## src/rtl/key_debounce.sv

```systemverilog
// key_debounce: keypad front end for the password lock.
//
// Raw push buttons are synchronised (2 flops), sampled once per rising edge
// of the 100 Hz square wave `hz`, and debounced by a 4-state FSM per key.
// A change of level is accepted only after STABLE_CNT consecutive identical
// samples.
//
// Ports:
//   clk          system clock (100 MHz)
//   rst_n        synchronous active-low reset
//   hz           100 Hz square wave, synchronous to clk
//   key_raw      raw button pins (asynchronous)
//   key_level    debounced level, 1 = pressed
//   key_press    one-cycle pulse when a press is accepted
//   key_release  one-cycle pulse when a release is accepted
//   key_code     index of the lowest key pressed in the key_valid cycle
//   key_valid    one-cycle strobe qualifying key_code
//   key_long     one-cycle long-press pulse (0 unless LONG_PRESS_EN)
//
// Build option: define LONG_PRESS_EN to add a per-key hold counter that
// pulses key_long once per press after LONG_TICKS samples in HELD.

module key_debounce_lane #(
  parameter int STABLE_CNT = 3,
  parameter int LONG_TICKS = 100
) (
  input  logic clk,
  input  logic rst_n,
  input  logic i_tick,
  input  logic i_s,
  output logic o_level,
  output logic o_press,
  output logic o_release,
  output logic o_long,
  output logic o_acc_press
);
  typedef enum logic [1:0] {IDLE, PRESS_PEND, HELD, REL_PEND} state_t;

  localparam int CW = $clog2(STABLE_CNT + 1);
  // Count value that, once incremented, reaches STABLE_CNT.
  localparam logic [CW-1:0] LAST = CW'(STABLE_CNT - 1);

  if (STABLE_CNT < 1 || LONG_TICKS < 1) begin : g_bad_param
    $error("key_debounce_lane: STABLE_CNT and LONG_TICKS must be >= 1");
  end

  state_t          r_state;
  logic [CW-1:0]   r_cnt;
  logic            r_level;
  logic            r_press;
  logic            r_release;
  logic            w_acc_press;
  logic            w_acc_rel;

  // Accepting ticks, also needed one level up by the encoder so its output
  // lines up with key_press.
  assign w_acc_press = i_tick && i_s &&
                       ((r_state == PRESS_PEND && r_cnt == LAST) ||
                        (r_state == IDLE && STABLE_CNT == 1));
  assign w_acc_rel   = i_tick && !i_s &&
                       ((r_state == REL_PEND && r_cnt == LAST) ||
                        (r_state == HELD && STABLE_CNT == 1));

  always_ff @(posedge clk) begin
    if (!rst_n) begin
      r_state   <= IDLE;
      r_cnt     <= '0;
      r_level   <= 1'b0;
      r_press   <= 1'b0;
      r_release <= 1'b0;
    end else begin
      r_press   <= w_acc_press;
      r_release <= w_acc_rel;
      if (w_acc_press)    r_level <= 1'b1;
      else if (w_acc_rel) r_level <= 1'b0;

      if (i_tick) begin
        case (r_state)
          IDLE: if (i_s) begin
            if (STABLE_CNT == 1) r_state <= HELD;
            else begin
              r_state <= PRESS_PEND;
              r_cnt   <= CW'(1);
            end
          end
          PRESS_PEND: begin
            if (!i_s) begin
              r_state <= IDLE;
              r_cnt   <= '0;
            end else if (r_cnt == LAST) begin
              r_state <= HELD;
              r_cnt   <= '0;
            end else begin
              r_cnt <= r_cnt + CW'(1);
            end
          end
          HELD: if (!i_s) begin
            if (STABLE_CNT == 1) r_state <= IDLE;
            else begin
              r_state <= REL_PEND;
              r_cnt   <= CW'(1);
            end
          end
          REL_PEND: begin
            if (i_s) begin
              r_state <= HELD;
              r_cnt   <= '0;
            end else if (r_cnt == LAST) begin
              r_state <= IDLE;
              r_cnt   <= '0;
            end else begin
              r_cnt <= r_cnt + CW'(1);
            end
          end
          default: begin
            r_state <= IDLE;
            r_cnt   <= '0;
          end
        endcase
      end
    end
  end

  assign o_level     = r_level;
  assign o_press     = r_press;
  assign o_release   = r_release;
  assign o_acc_press = w_acc_press;

`ifdef LONG_PRESS_EN
  localparam int LW = $clog2(LONG_TICKS + 1);

  logic [LW-1:0] r_hold;
  logic          r_long;

  // Saturates at LONG_TICKS so only one pulse is produced per press.
  always_ff @(posedge clk) begin
    if (!rst_n) begin
      r_hold <= '0;
      r_long <= 1'b0;
    end else begin
      r_long <= 1'b0;
      if (r_state == IDLE) begin
        r_hold <= '0;
      end else if (i_tick && i_s && r_state == HELD &&
                   r_hold != LW'(LONG_TICKS)) begin
        r_hold <= r_hold + LW'(1);
        if (r_hold == LW'(LONG_TICKS - 1)) r_long <= 1'b1;
      end
    end
  end

  assign o_long = r_long;
`else
  assign o_long = 1'b0;
`endif

endmodule

module key_debounce #(
  parameter int NUM_KEYS   = 4,
  parameter int STABLE_CNT = 3,
  parameter bit ACTIVE_LOW = 1'b1,
  parameter int LONG_TICKS = 100
) (
  input  logic                        clk,
  input  logic                        rst_n,
  input  logic                        hz,
  input  logic [NUM_KEYS-1:0]         key_raw,
  output logic [NUM_KEYS-1:0]         key_level,
  output logic [NUM_KEYS-1:0]         key_press,
  output logic [NUM_KEYS-1:0]         key_release,
  output logic [$clog2(NUM_KEYS)-1:0] key_code,
  output logic                        key_valid,
  output logic [NUM_KEYS-1:0]         key_long
);
  localparam int CODE_W = $clog2(NUM_KEYS);

  logic [NUM_KEYS-1:0] r_sync1;
  logic [NUM_KEYS-1:0] r_sync2;
  logic                r_hz_d;
  logic [CODE_W-1:0]   r_code;
  logic                r_valid;
  logic                w_tick;
  logic [NUM_KEYS-1:0] w_s;
  logic [NUM_KEYS-1:0] w_acc_press;
  logic [CODE_W-1:0]   w_code_nxt;

  // Synchroniser idles at the released raw level so reset never looks
  // like a press.
  always_ff @(posedge clk) begin
    if (!rst_n) begin
      r_sync1 <= {NUM_KEYS{ACTIVE_LOW}};
      r_sync2 <= {NUM_KEYS{ACTIVE_LOW}};
      r_hz_d  <= 1'b0;
    end else begin
      r_sync1 <= key_raw;
      r_sync2 <= r_sync1;
      r_hz_d  <= hz;
    end
  end

  assign w_tick = hz & ~r_hz_d;
  assign w_s    = r_sync2 ^ {NUM_KEYS{ACTIVE_LOW}};

  key_debounce_lane #(
    .STABLE_CNT (STABLE_CNT),
    .LONG_TICKS (LONG_TICKS)
  ) u_lane [NUM_KEYS-1:0] (
    .clk         (clk),
    .rst_n       (rst_n),
    .i_tick      (w_tick),
    .i_s         (w_s),
    .o_level     (key_level),
    .o_press     (key_press),
    .o_release   (key_release),
    .o_long      (key_long),
    .o_acc_press (w_acc_press)
  );

  // Lowest index wins: scan from the top so the last hit is the lowest.
  always_comb begin
    w_code_nxt = '0;
    for (int i = NUM_KEYS - 1; i >= 0; i--) begin
      if (w_acc_press[i]) w_code_nxt = CODE_W'(i);
    end
  end

  always_ff @(posedge clk) begin
    if (!rst_n) begin
      r_code  <= '0;
      r_valid <= 1'b0;
    end else begin
      r_valid <= |w_acc_press;
      if (|w_acc_press) r_code <= w_code_nxt;
    end
  end

  assign key_code  = r_code;
  assign key_valid = r_valid;

endmodule

```

## config.mk

```make
export PLATFORM = sky130hd
export DESIGN_NAME = key_debounce
export DESIGN_NICKNAME = d
export VERILOG_FILES = /design/src/rtl/key_debounce.sv
export SDC_FILE = /design/constraint.sdc
export NUM_CORES = 1
export LEC_CHECK = 0
export CAP_MARGIN = 10
export CORE_AREA = 3 3 61 63
export DETAILED_ROUTE_END_ITERATION = 16
export DIE_AREA = 0 0 64 66
export PLACE_DENSITY_LB_ADDON = 0.05
export SKIP_LAST_GASP = 1
export SYNTH_ARGS = -nofsm -noshare
export SYNTH_HDL_FRONTEND = slang
export SYNTH_HIERARCHICAL = 1
export SYNTH_SLANG_ARGS = --single-unit
```

## constraint.sdc

```tcl
create_clock -name clk -period 5.2 [get_ports clk]
set_input_delay 1.56 -clock clk [delete_from_list [all_inputs] [get_ports clk]]
set_output_delay 1.56 -clock clk [all_outputs]
set_load 0.005 [all_outputs]
```

# Word level (Yosys, flattened, before mapping)

Cells that the tools add are included.

Register bits after elaboration: 40
Bits of input ports: 7
Output and inout bits: 19
ROM bits: 0
Bits in latches: 0
RAM bits: 0
Word-level logic and storage cells: 169
Memories kept: 0

Bitwise operators: 3
Eq/ne operators: 32
Add/sub/neg operators: 4
Magnitude comparators: 0
Shifts and indexed selects: 0
Divide/modulo/power cells: 0
Multiplexer cells: 60
Multipliers: 0
Reductions and logical operators: 45

Operators by type and width:

| cell                                                                   | count |
|---|---|
| 2-bit two-way mux                                                      | 44 |
| 2-bit case mux with 4 select lines                                     | 8 |
| 2-bit equality test (second input constant)                            | 12 |
| 1-bit logical AND                                                      | 24 |
| 3-bit != test (second input constant)                                  | 8 |
| 5-bit AND reduction                                                    | 4 |
| 2-bit != test (second input constant)                                  | 8 |
| 3-bit AND reduction                                                    | 4 |
| 2-bit by 1-bit adder with 2-bit output (second input constant)         | 4 |
| 2-bit by 1-bit equality test with 1-bit output (second input constant) | 4 |
| 2-bit logical NOT                                                      | 4 |
| 1-bit two-way mux                                                      | 8 |
| 2-bit nonzero test                                                     | 4 |
| 1-bit logical NOT                                                      | 4 |
| 4-bit NOT                                                              | 1 |
| 4-bit OR reduction                                                     | 1 |
| 1-bit AND                                                              | 1 |
| 1-bit NOT                                                              | 1 |

# Longest topological paths before layout

Gate-level depths: netlist of the first run.

Word-level depth: 8
Gate-level depth with buffers: 5
Mapped depth without buffers: 5

# Hierarchy

Netlist of the first run, hierarchy kept.

Modules (own cells, without submodules):

| module            | times used | cells an instance | seq. area each (µm²) | area an instance (µm²) |
|---|---|---|---|---|
| key_debounce_lane | 4          | 36                | 140.1                | 345.3 |
| key_debounce      | 1          | 34                | 240.2                | 366.6 |

# Worst setup path after synthesis of the first run

Ideal clock, no wire load.

Path type: input -> register
Start: input port hz
End: register u_lane[0].r_level
Library setup time: 120 ps
Path slack: 1614 ps
Data required time: 5080 ps
Arrival: 3466 ps
Path buffers: 0
Cell stages on the path: 4
Path through: nor2b_1 nand4b_4 and2_0 o31a_1

Cells in the longest elaborated chain, start to end: 4
Elaborated cells on any way between the ends: 7
Classes of those cells: mux (1); bitwise (1); reduce/logical (5)

Ends and longest elaborated chain:

| what                                                      | line   | text |
|---|---|---|
| from (decl)                                               | 167    | `input logic hz,` |
| 1-bit AND *                                               | 202    | `assign w_tick = hz & ~r_hz_d;` |
| 1-bit logical AND, on equally long branches (2 in series) | 57, 60 |  |
| 1-bit two-way mux or 2-bit nonzero test (tied branches)   | n/a    |  |
| to (signal assigned)                                      | 68     | `r_level <= 1'b0;` |
| to (signal assigned)                                      | 74     | `if (w_acc_press) r_level <= 1'b1;` |
| to (signal assigned)                                      | 75     | `else if (w_acc_rel) r_level <= 1'b0;` |
| to (decl)                                                 | 49     | `logic r_level;` |

Every way passes the cells marked *; elsewhere a longest branch is shown, timed or not.
A chain may end at the register's enable or synchronous reset.

# Worst setup path after layout of the first run

Start: input port hz
End: register r_code[0], in the netlist key_code[0]

Elaborated cells on any way between the ends: 14
Classes of those cells: mux (4); bitwise (1); reduce/logical (9)

RTL lines:

| what                              | line | text |
|---|---|---|
| 1-bit AND *                       | 202  |  |
| via w_tick                        | 183  | `logic w_tick;` |
| 1-bit logical AND * (2 in series) | 57   | `assign w_acc_press = i_tick && i_s &&` |
| via w_acc_press[2]                | 185  | `logic [NUM_KEYS-1:0] w_acc_press;` |
| 2-bit two-way mux (3 in series)   | 224  | `if (w_acc_press[i]) w_code_nxt = CODE_W'(i);` |
| to (signal assigned)              | 234  | `if (\|w_acc_press) r_code <= w_code_nxt;` |
| to (decl)                         | 181  | `logic [CODE_W-1:0] r_code;` |

Mark *: on every way through the listed nets, which the timed path passes. The rest lies on a longest branch.

==> impl_metrics.json, run 1 <==
{
  "synth_top_family_by_area": "simple AND/OR/NAND/NOR gates",
  "post_drt_wl_per_cell_um": 13.1,
  "grt_pass1_vias": 1258,
  "grt_max_degree": 34,
  "cts_htree_levels": 2,
  "worst-setup-path-type": "primary input to flop",
  "irDropWorstVdd_uv": 154,
  "fill_cells": 285,
  "synth.largest_area_cell": "dfxtp_1",
  "fp.coreArea_um2": 3280,
  "start_kind": "primary input",
  "p_leak_nw": 0.877,
  "cts_hold_buf": 0,
  "rsz0062_at_grt": "no",
  "finClkSkew_ns": 0.00681,
  "critPathMaxStageDelay_ns": 0.86,
  "place_area_um2": 1970,
  "regArea_um2": 801,
  "reg2reg_to": "key_code[0]$_SDFFE_PN0P_",
  "drc": 0,
  "ys_warn_count": 6,
  "ys_types": 29,
  "final_max_slew_viol_count": 0,
  "clock_sinks": 40,
  "finalWorstSetupSlack_ns": 1.75,
  "setup.worst_path.end_class": "flop",
  "max_freq_mhz": 290,
  "wl_met1_um": 1520,
  "final_nets": 206,
  "yosys.area_share.simple": 0.248,
  "top_signal_layer_used": "met4",
  "multiInputGateArea_um2": 821,
  "ant_nets": 0,
  "path_cells": "clkdlybuf4s50_1, nor2b_2, nand4b_4, nor3_2, o21bai_1, a21oi_1",
  "status": "finished, final reports clean",
  "synth_area_leaders": "dfxtp_1 46%, nand4b_4 5.4%, mux2i_1 4.6%",
  "timing.rr.start": "r_hz_d$_SDFF_PN0_",
  "tns_ns": 0,
  "antenna_found_initial": 0,
  "cp-endpoint": "key_code[0]$_SDFFE_PN0P_",
  "path_clk_slew_ns": 0.11,
  "drive_gt1_frac": 0.125,
  "drtIter0Drc": 73,
  "drt_wl_total_um": 3210,
  "n_antenna_cell": 0,
  "dpl.hpwl_um": 2240,
  "synthesis.area_um2": 1750,
  "ys_seq_elements": 40,
  "r2r_cells": 5,
  "hold_path_class": "flop to flop",
  "min_period_over_period": 0.663,
  "path_buf_inv": 1,
  "power_density_nw_per_um2": 255,
  "holdWs_ns": 0.420,
  "grt_usage": 0.167,
  "hold_viol": 0,
  "cp.depth": 6,
  "syn_inst": 178,
  "required_ns": 5.44,
  "setup_violations": 0,
  "num_rows": 21,
  "post_cts_resized": 0,
  "tightest_slew_ns": 1.07,
  "cp_top_family": "simple AND/OR/NAND/NOR gates",
  "dpl_worst_slack_ns": 1.39,
  "slew_headroom": 0.282,
  "clockBufferDepth": 2,
  "maxCapViolCount": 0,
  "start_util": 0.532,
  "synthAdderAreaFrac": 0,
  "totalPowerFinal_w": 0.000518,
  "viasPerCell": 5.21,
  "ys_seq_area_frac": 0.458,
  "grt-ovfl-total": 0,
  "avgSynthCellArea_um2": 9.82,
  "root_buffer": "clkbuf_4",
  "vias": 1281,
  "die_y_um": 66,
  "synth_compound_area_frac": 0.125,
  "gp_congestion": 0.786,
  "final_area_um2": 2030,
  "crit_slowest_cell": "nor2b_2",
  "clock_latency_ns": 0.34,
  "worstPathMaxFanout": 22,
  "crit_start": "hz",
  "io_pins": 26,
  "r2r_slack_ns": 3.15,
  "muxShareOfSynthArea": 0.0458,
  "dieArea_um2": 4220,
  "synth_nets": 185,
  "grt_pass1_wl_um": 5500,
  "crit_arrival_ns": 3.69,
  "post-route-min-period_ns": 3.45,
  "dr_wl_met2_um": 1490,
  "io_buffers": 21,
  "first_pass_iters": 4,
  "synth_top_area_frac": 0.458,
  "cts_made_buffers": 5,
  "cts_tree": "yes",
  "syn2layout_area_growth_pct": 16.0,
  "post_cts_buffers": 0,
  "wl_met3_um": 143,
  "synthXorXnorAreaFrac": 0.0401,
  "die_w_um": 64
}
## sequential cells by signal, summed over array words and instances, names as in the netlist, named ones only
register and flops:
u_lane/r_state 4, r_sync1 4, r_hz_d 1, u_lane/o_release 4, u_lane/r_cnt 8, u_lane/o_press 4, u_lane/o_level 4, r_sync2 4
key_code 2, key_valid 1
## cells in the final DEF (no fill, tap or decap)
| cell type | n |
|---|---|
| a21boi_0 | 4 |
| a21oi_1 | 9 |
| a41oi_1 | 4 |
| and2_0 | 4 |
| and2_1 | 1 |
| and3_2 | 4 |
| and3b_2 | 4 |
| buf_4 | 2 |
| clkbuf_1 | 2 |
| clkbuf_4 | 5 |
| clkbuf_8 | 1 |
| clkdlybuf4s50_1 | 21 |
| conb_1 | 4 |
| dfxtp_1 | 40 |
| inv_1 | 17 |
| mux2i_1 | 8 |
| nand2_1 | 4 |
| nand2b_1 | 9 |
| nand3_1 | 4 |
| nand4b_4 | 4 |
| nor2_1 | 12 |
| nor2b_2 | 1 |
| nor3_1 | 6 |
| nor3_2 | 4 |
| nor4_1 | 4 |
| o21ai_0 | 4 |
| o21bai_1 | 1 |
| o31a_1 | 4 |
| o41a_1 | 1 |
| o41ai_1 | 4 |
| xnor2_1 | 4 |
| xor2_1 | 4 |
## Yosys cell counts
cell type  instances
nand4b_4           4
mux2i_1            8
nand2_1            4
nor4_1             4
nand2b_1           9
o41a_1             1
o31a_1             4
and2_1             1
o21bai_1           1
o41ai_1            4
nor2_1            12
nor2b_1            1
nand3_1            4
a21boi_0           4
a21oi_1            9
xor2_1             4
nor3_1             6
buf_2              1
and3b_2            4
o21ai_0            4
and2_0             4
nor3_2             4
dfxtp_1           40
a41oi_1            4
and3_2             4
inv_1             17
xnor2_1            4
buf_4              8
conb_1             4
## power by group
group / switching [W] / total, W / internal (W) / leakage (nW)
registers: 0.00000471 / 0.000317 / 0.000313 / 0.325
clock network: 0.0000972 / 0.000164 / 0.0000668 / 0.0326
logic: 0.0000209 / 0.0000362 / 0.0000153 / 0.519
## worst min-delay path by stage
stage	from	slack (ns)	cells past startpoint	to
3_5_place_dp	r_sync1[0]$_SDFF_PN1_	0.40	1	r_sync2[0]$_SDFF_PN1_
2_1_floorplan	r_sync1[0]$_SDFF_PN1_	0.39	1	r_sync2[0]$_SDFF_PN1_
5_1_grt	r_sync1[2]$_SDFF_PN1_	0.46	1	r_sync2[2]$_SDFF_PN1_
3_3_place_gp	r_sync1[2]$_SDFF_PN1_	0.39	1	r_sync2[2]$_SDFF_PN1_
6_report	r_sync1[0]$_SDFF_PN1_	0.42	1	r_sync2[0]$_SDFF_PN1_
4_1_cts	r_sync1[0]$_SDFF_PN1_	0.43	1	r_sync2[0]$_SDFF_PN1_
## worst reg2reg max path: cells and delay by family, from the launching register on
family          cells  cell delay (ns)
flops               1             0.33
simple gates        3             1.39
compound gates      2             0.25
## stage by stage
stage / std cells / utilization
floorplan: 178 / -
global placement: 238 / 0.599
detailed placement: 238 / 0.599
CTS: 246 / 0.617
global route: 246 / 0.617
finish: 246 / 0.617
## routing by layer
layer  vias to the layer above  global-route usage
met5                         -                   0
met4                         0              0.0809
met3                         7              0.0408
met2                        37               0.280
met1                       586               0.201
li1                        651                   -
## area by class of cell
cell class | count | area share
clock buffer | 8 | 0.0290
tap | 46 | 0.0284
multi-input combinational | 112 | 0.405
sequential | 40 | 0.395
timing repair buffer | 23 | 0.111
inverter | 17 | 0.0315
## kinds of logic after synthesis
kind of cell	count (synthesis)
AND/OR/NAND/NOR	61
flip-flops	40
AO/OA/AOI/OAI	31
buffers and inverters	26
XOR/XNOR	8
multiplexers	8
other	4
Power figures use the tool's default switching activity.
==> run 2, diff against run 1 <==
--- a/config.mk
+++ b/config.mk
@@ -6,9 +6,9 @@
 export NUM_CORES = 1
 export LEC_CHECK = 0
 export CAP_MARGIN = 10
-export CORE_AREA = 3 3 61 63
+export CORE_AREA = 3 3 65 67
 export DETAILED_ROUTE_END_ITERATION = 16
-export DIE_AREA = 0 0 64 66
+export DIE_AREA = 0 0 68 70
 export PLACE_DENSITY_LB_ADDON = 0.05
 export SKIP_LAST_GASP = 1
 export SYNTH_ARGS = -nofsm -noshare
==> constraint.sdc (replaced) <==
create_clock -name clk -period 2.9 [get_ports clk]
set_input_delay 0.87 -clock clk [delete_from_list [all_inputs] [get_ports clk]]
set_output_delay 0.87 -clock clk [all_outputs]
set_load 0.005 [all_outputs]
==> impl_metrics.json, run 2 (synthesis gave the netlist of run 1 again) <==
{
  "grt_usage": 0.142,
  "clock_latency_ns": 0.28,
  "die_w_um": 68,
  "met2_usage": 0.204,
  "rsz0062_at_grt": "no",
  "post-route-min-period_ns": 2.19,
  "setup_violations": 0,
  "n_antenna_cell": 0,
  "largest_register_ffs": 8,
  "irDropWorstVdd_uv": 364,
  "power_density_nw_per_um2": 480,
  "syn2layout_area_growth_pct": 19.5,
  "finalWorstSetupSlack_ns": 0.707,
  "num_rows": 22,
  "start_kind": "primary input",
  "power.internal_w": 0.000785,
  "post_cts_resized": 0,
  "gp_congestion": 0.783,
  "path_clk_slew_ns": 0.07,
  "clockBufferDepth": 2,
  "status": "finished, final reports clean",
  "p_leak_nw": 0.904,
  "setup.worst_path.end_class": "flop",
  "cts_htree_levels": 2,
  "clkPwrFrac": 0.363,
  "slew_headroom": 0.573,
  "ant_nets": 0,
  "io_pins": 26,
  "cts_made_buffers": 5,
  "drive_gt1_frac": 0.134,
  "final_area_um2": 2090,
  "finClkSkew_ns": 0.00291,
  "gr-max-usage-layer": "met2",
  "switching_share": 0.217,
  "met1_usage": 0.194,
  "p_comb_frac": 0.070,
  "cts_hold_buf": 0,
  "seqPwrFrac": 0.567,
  "drt_wl_total_um": 3080,
  "place_area_um2": 2000,
  "hold_path_class": "flop to flop",
  "grt-ovfl-total": 0,
  "dieArea_um2": 4760,
  "use_met3": 0.0531,
  "grt_pass1_wl_um": 5250,
  "min_period_over_period": 0.756,
  "final_cell_mix": "40 x dfxtp_1, 21 x clkdlybuf4s50_1, 17 x inv_1",
  "switchingPower_w": 0.000218,
  "regMostFlops": "u_lane/r_cnt",
  "drc": 0,
  "post_cts_buffers": 0,
  "holdWs_ns": 0.410,
  "clock_sinks": 40,
  "antenna_found_initial": 0,
  "fp.coreArea_um2": 3690,
  "tightest_slew_ns": 0.639,
  "dpl_worst_slack_ns": 0.408,
  "required_ns": 3.10,
  "final_max_slew_viol_count": 0,
  "worst-setup-path-type": "primary input to flop",
  "final_common_cell": "dfxtp_1",
  "crit_arrival_ns": 2.40,
  "tns_ns": 0,
  "cts_tree": "yes",
  "vias": 1283,
  "first_pass_iters": 5,
  "grt_max_degree": 29,
  "root_buffer": "clkbuf_8",
  "maxCapViolCount": 0,
  "worstPathMaxFanout": 28,
  "io_buffers": 21,
  "final_nets": 208,
  "dpl.hpwl_um": 2270,
  "max_freq_mhz": 456,
  "die_y_um": 70,
  "hold_viol": 0,
  "post_drt_wl_per_cell_um": 12.3,
  "grt_pass1_vias": 1143,
  "drtIter0Drc": 117,
  "start_util": 0.474,
  "viasPerCell": 5.13
}
## run 2: changes by cell type in the layout (fill, tap and decap cells not counted)
cell and change:
clkbuf_8 +5, buf_12 +1, buf_4 +1, clkbuf_4 -5
## run 2: critical path: stages
cell and delay, ns:
clkdlybuf4s50_1 0.46, nor2b_2 0.18, buf_12 0.20, nand4b_4 0.16, nor3_2 0.29, nor3_1 0.08
nor3_1 0.16
## run 2: power groups by stage
stage,Combinational (W),Clock (W),Sequential (W)
floorplan,0.0000457,0,0.000580
global placement,0.0000688,0,0.000582
detailed placement,0.0000697,0,0.000581
CTS,0.0000697,0.000378,0.000569
global route,0.0000780,0.000406,0.000570
finish,0.0000697,0.000364,0.000569
## run 2: through the flow
stage | power [W] | util | std cells
after global routing | 0.00105 | 0.566 | 250
final | 0.00100 | 0.566 | 250
after floorplan | 0.000625 | - | 178
after CTS | 0.00102 | 0.566 | 250
after detailed placement | 0.000651 | 0.542 | 242
after global placement | 0.000650 | 0.542 | 242
## run 2: path summary, 6_finish.rpt
check	depth (start not counted)	to	from	slack (ns)
setup / recovery	7	key_code[1]$_SDFFE_PN0P_	hz	0.71
hold / removal	1	r_sync2[2]$_SDFF_PN1_	r_sync1[2]$_SDFF_PN1_	0.41
setup reg to reg	6	key_code[1]$_SDFFE_PN0P_	r_hz_d$_SDFF_PN0_	1.48
hold reg to reg	1	r_sync2[2]$_SDFF_PN1_	r_sync1[2]$_SDFF_PN1_	0.41
## run 2: layer usage
metal | up-vias | part of all wire
met3 | 6 | 0.061
met5 | - | 0
met1 | 591 | 0.47
li1 | 647 | -
met4 | 0 | 0.013
met2 | 39 | 0.46
## run 2: layout make-up
cell class | instances | area, um2
clock buffers | 8 | 90.1
fillers | 328 | 1600
inverters | 17 | 63.8
multi-input cells | 112 | 821
flip-flops and latches | 40 | 801
well taps | 48 | 60.1
repair buffers | 25 | 253
==> run 3, diff against run 2 <==
--- a/config.mk
+++ b/config.mk
@@ -6,9 +6,9 @@
 export NUM_CORES = 1
 export LEC_CHECK = 0
 export CAP_MARGIN = 10
-export CORE_AREA = 3 3 65 67
+export CORE_AREA = 3 3 62 64
 export DETAILED_ROUTE_END_ITERATION = 16
-export DIE_AREA = 0 0 68 70
+export DIE_AREA = 0 0 65 67
 export PLACE_DENSITY_LB_ADDON = 0.05
 export SKIP_LAST_GASP = 1
 export SYNTH_ARGS = -nofsm -noshare
==> constraint.sdc (replaced) <==
create_clock -name clk -period 2.29 [get_ports clk]
set_input_delay 0.687 -clock clk [delete_from_list [all_inputs] [get_ports clk]]
set_output_delay 0.687 -clock clk [all_outputs]
set_load 0.005 [all_outputs]
==> impl_metrics.json, run 3 (synthesis gave the netlist of run 1 again) <==
{
  "path_cells": "clkdlybuf4s50_1, nor2b_2, buf_12, nand4b_4, nor3_2, nor3_1, nor3_1",
  "drc": 0,
  "vias": 1248,
  "n_antenna_cell": 0,
  "dpl_worst_slack_ns": 0.00969,
  "cts_tree": "yes",
  "post_cts_resized": 0,
  "setup.worst_path.end_class": "flop",
  "final_nets": 208,
  "io_buffers": 21,
  "status": "finished, final reports clean",
  "clockBufferDepth": 2,
  "p_leak_nw": 0.894,
  "grt-ovfl-total": 0,
  "maxCapViolCount": 0,
  "dieArea_um2": 4360,
  "cp_top_family": "simple AND/OR/NAND/NOR gates",
  "post_drt_wl_per_cell_um": 12.2,
  "seqPwrFrac": 0.614,
  "timing.rr.start": "r_hz_d$_SDFF_PN0_",
  "antenna_found_initial": 0,
  "root_buffer": "clkbuf_4",
  "post_cts_buffers": 0,
  "grt_usage": 0.159,
  "power.internal_w": 0.000901,
  "cpMostUsedCell": "nor3_1",
  "drtIter0Drc": 55,
  "cp-endpoint": "key_code[1]$_SDFFE_PN0P_",
  "gp_congestion": 0.726,
  "die_y_um": 67,
  "irDropWorstVdd_uv": 402,
  "worstPathMaxFanout": 28,
  "holdWs_ns": 0.416,
  "wl_met3_um": 169,
  "drive_gt1_frac": 0.134,
  "reg2reg_to": "key_code[1]$_SDFFE_PN0P_",
  "drt_wl_total_um": 3030,
  "path_buf_inv": 2,
  "worst-setup-path-type": "primary input to flop",
  "dpl.hpwl_um": 2170,
  "final_common_cell": "dfxtp_1",
  "largest_register_ffs": 8,
  "num_rows": 21,
  "post-route-min-period_ns": 1.92,
  "tns_ns": 0,
  "dr_wl_met2_um": 1380,
  "hold_path_class": "flop to flop",
  "power_density_nw_per_um2": 568,
  "cp.depth": 7,
  "min_period_over_period": 0.838,
  "finClkSkew_ns": 0.00421,
  "rsz0062_at_grt": "no",
  "fill_cells": 311,
  "clock_latency_ns": 0.34,
  "syn2layout_area_growth_pct": 18.3,
  "first_pass_iters": 4,
  "viasPerCell": 5.03,
  "top_signal_layer_used": "met4",
  "grt_max_degree": 40,
  "start_util": 0.524,
  "path_clk_slew_ns": 0.11,
  "finalWorstSetupSlack_ns": 0.371,
  "r2r_slack_ns": 0.90,
  "wl_met1_um": 1440,
  "clock_sinks": 40,
  "required_ns": 2.56,
  "final_max_slew_viol_count": 0,
  "switchingPower_w": 0.000273,
  "hold_viol": 0,
  "crit_arrival_ns": 2.19,
  "r2r_cells": 6,
  "switching_share": 0.233,
  "crit_slowest_cell": "clkdlybuf4s50_1",
  "critPathMaxStageDelay_ns": 0.47,
  "clkPwrFrac": 0.312,
  "p_comb_frac": 0.075,
  "regMostFlops": "u_lane/r_cnt",
  "fp.coreArea_um2": 3340,
  "grt_pass1_vias": 1222,
  "final_cell_mix": "40 x dfxtp_1, 21 x clkdlybuf4s50_1, 17 x inv_1",
  "setup_violations": 0,
  "cts_hold_buf": 0,
  "grt_pass1_wl_um": 5250,
  "hold-path-cell-count": 1,
  "max_freq_mhz": 521,
  "cts_htree_levels": 2,
  "ant_nets": 0,
  "io_pins": 26,
  "cts_made_buffers": 5,
  "start_kind": "primary input",
  "die_w_um": 65,
  "crit_start": "hz"
}
run 3: cell types whose count changed in the layout (fill, tap and decap cells not counted):
cell      change
clkbuf_4      +5
buf_4         -1
buf_12        +1
clkbuf_8      -5
run 3: worst min path at each step:
stage          slack (ns)               endpoint                   from
5_1_grt              0.44  r_sync2[0]$_SDFF_PN1_  r_sync1[0]$_SDFF_PN1_
2_1_floorplan        0.39  r_sync2[0]$_SDFF_PN1_  r_sync1[0]$_SDFF_PN1_
4_1_cts              0.42  r_sync2[1]$_SDFF_PN1_  r_sync1[1]$_SDFF_PN1_
3_5_place_dp         0.39  r_sync2[1]$_SDFF_PN1_  r_sync1[1]$_SDFF_PN1_
3_3_place_gp         0.39  r_sync2[3]$_SDFF_PN1_  r_sync1[3]$_SDFF_PN1_
6_report             0.42  r_sync2[1]$_SDFF_PN1_  r_sync1[1]$_SDFF_PN1_
run 3: per-layer routing:
layer,track usage,vias up
li1,-,652
met1,0.181,563
met2,0.264,26
met3,0.0624,7
met4,0.0686,0
met5,0,-
run 3: layout make-up:
class / count / area (um2) / share of cell area
Clock buffer: 8 / 58.8 / 0.0285
Inverter: 17 / 63.8 / 0.0309
Multi-Input combinational cell: 112 / 821 / 0.397
Sequential cell: 40 / 801 / 0.387
Tap cell: 46 / 57.6 / 0.0278
Timing Repair Buffer: 25 / 265 / 0.128
run 3: stage by stage:
step                      area [um2]  utilization  total power, W  instances
after global placement          2010        0.602        0.000821        240
after global routing            2070        0.619         0.00123        248
after detailed placement        2010        0.602        0.000824        240
after floorplan                 1750            -        0.000792        178
final                           2070        0.619         0.00117        248
after CTS                       2070        0.619         0.00119        248
run 3: power by group through the flow:
| stage | combinational, W | sequential, W | clock [W] |
|---|---|---|---|
| floorplan | 0.0000579 | 0.000734 | 0 |
| global placement | 0.0000850 | 0.000736 | 0 |
| detailed placement | 0.0000880 | 0.000736 | 0 |
| CTS | 0.0000881 | 0.000721 | 0.000384 |
| global route | 0.0000977 | 0.000722 | 0.000408 |
| finish | 0.0000879 | 0.000720 | 0.000366 |
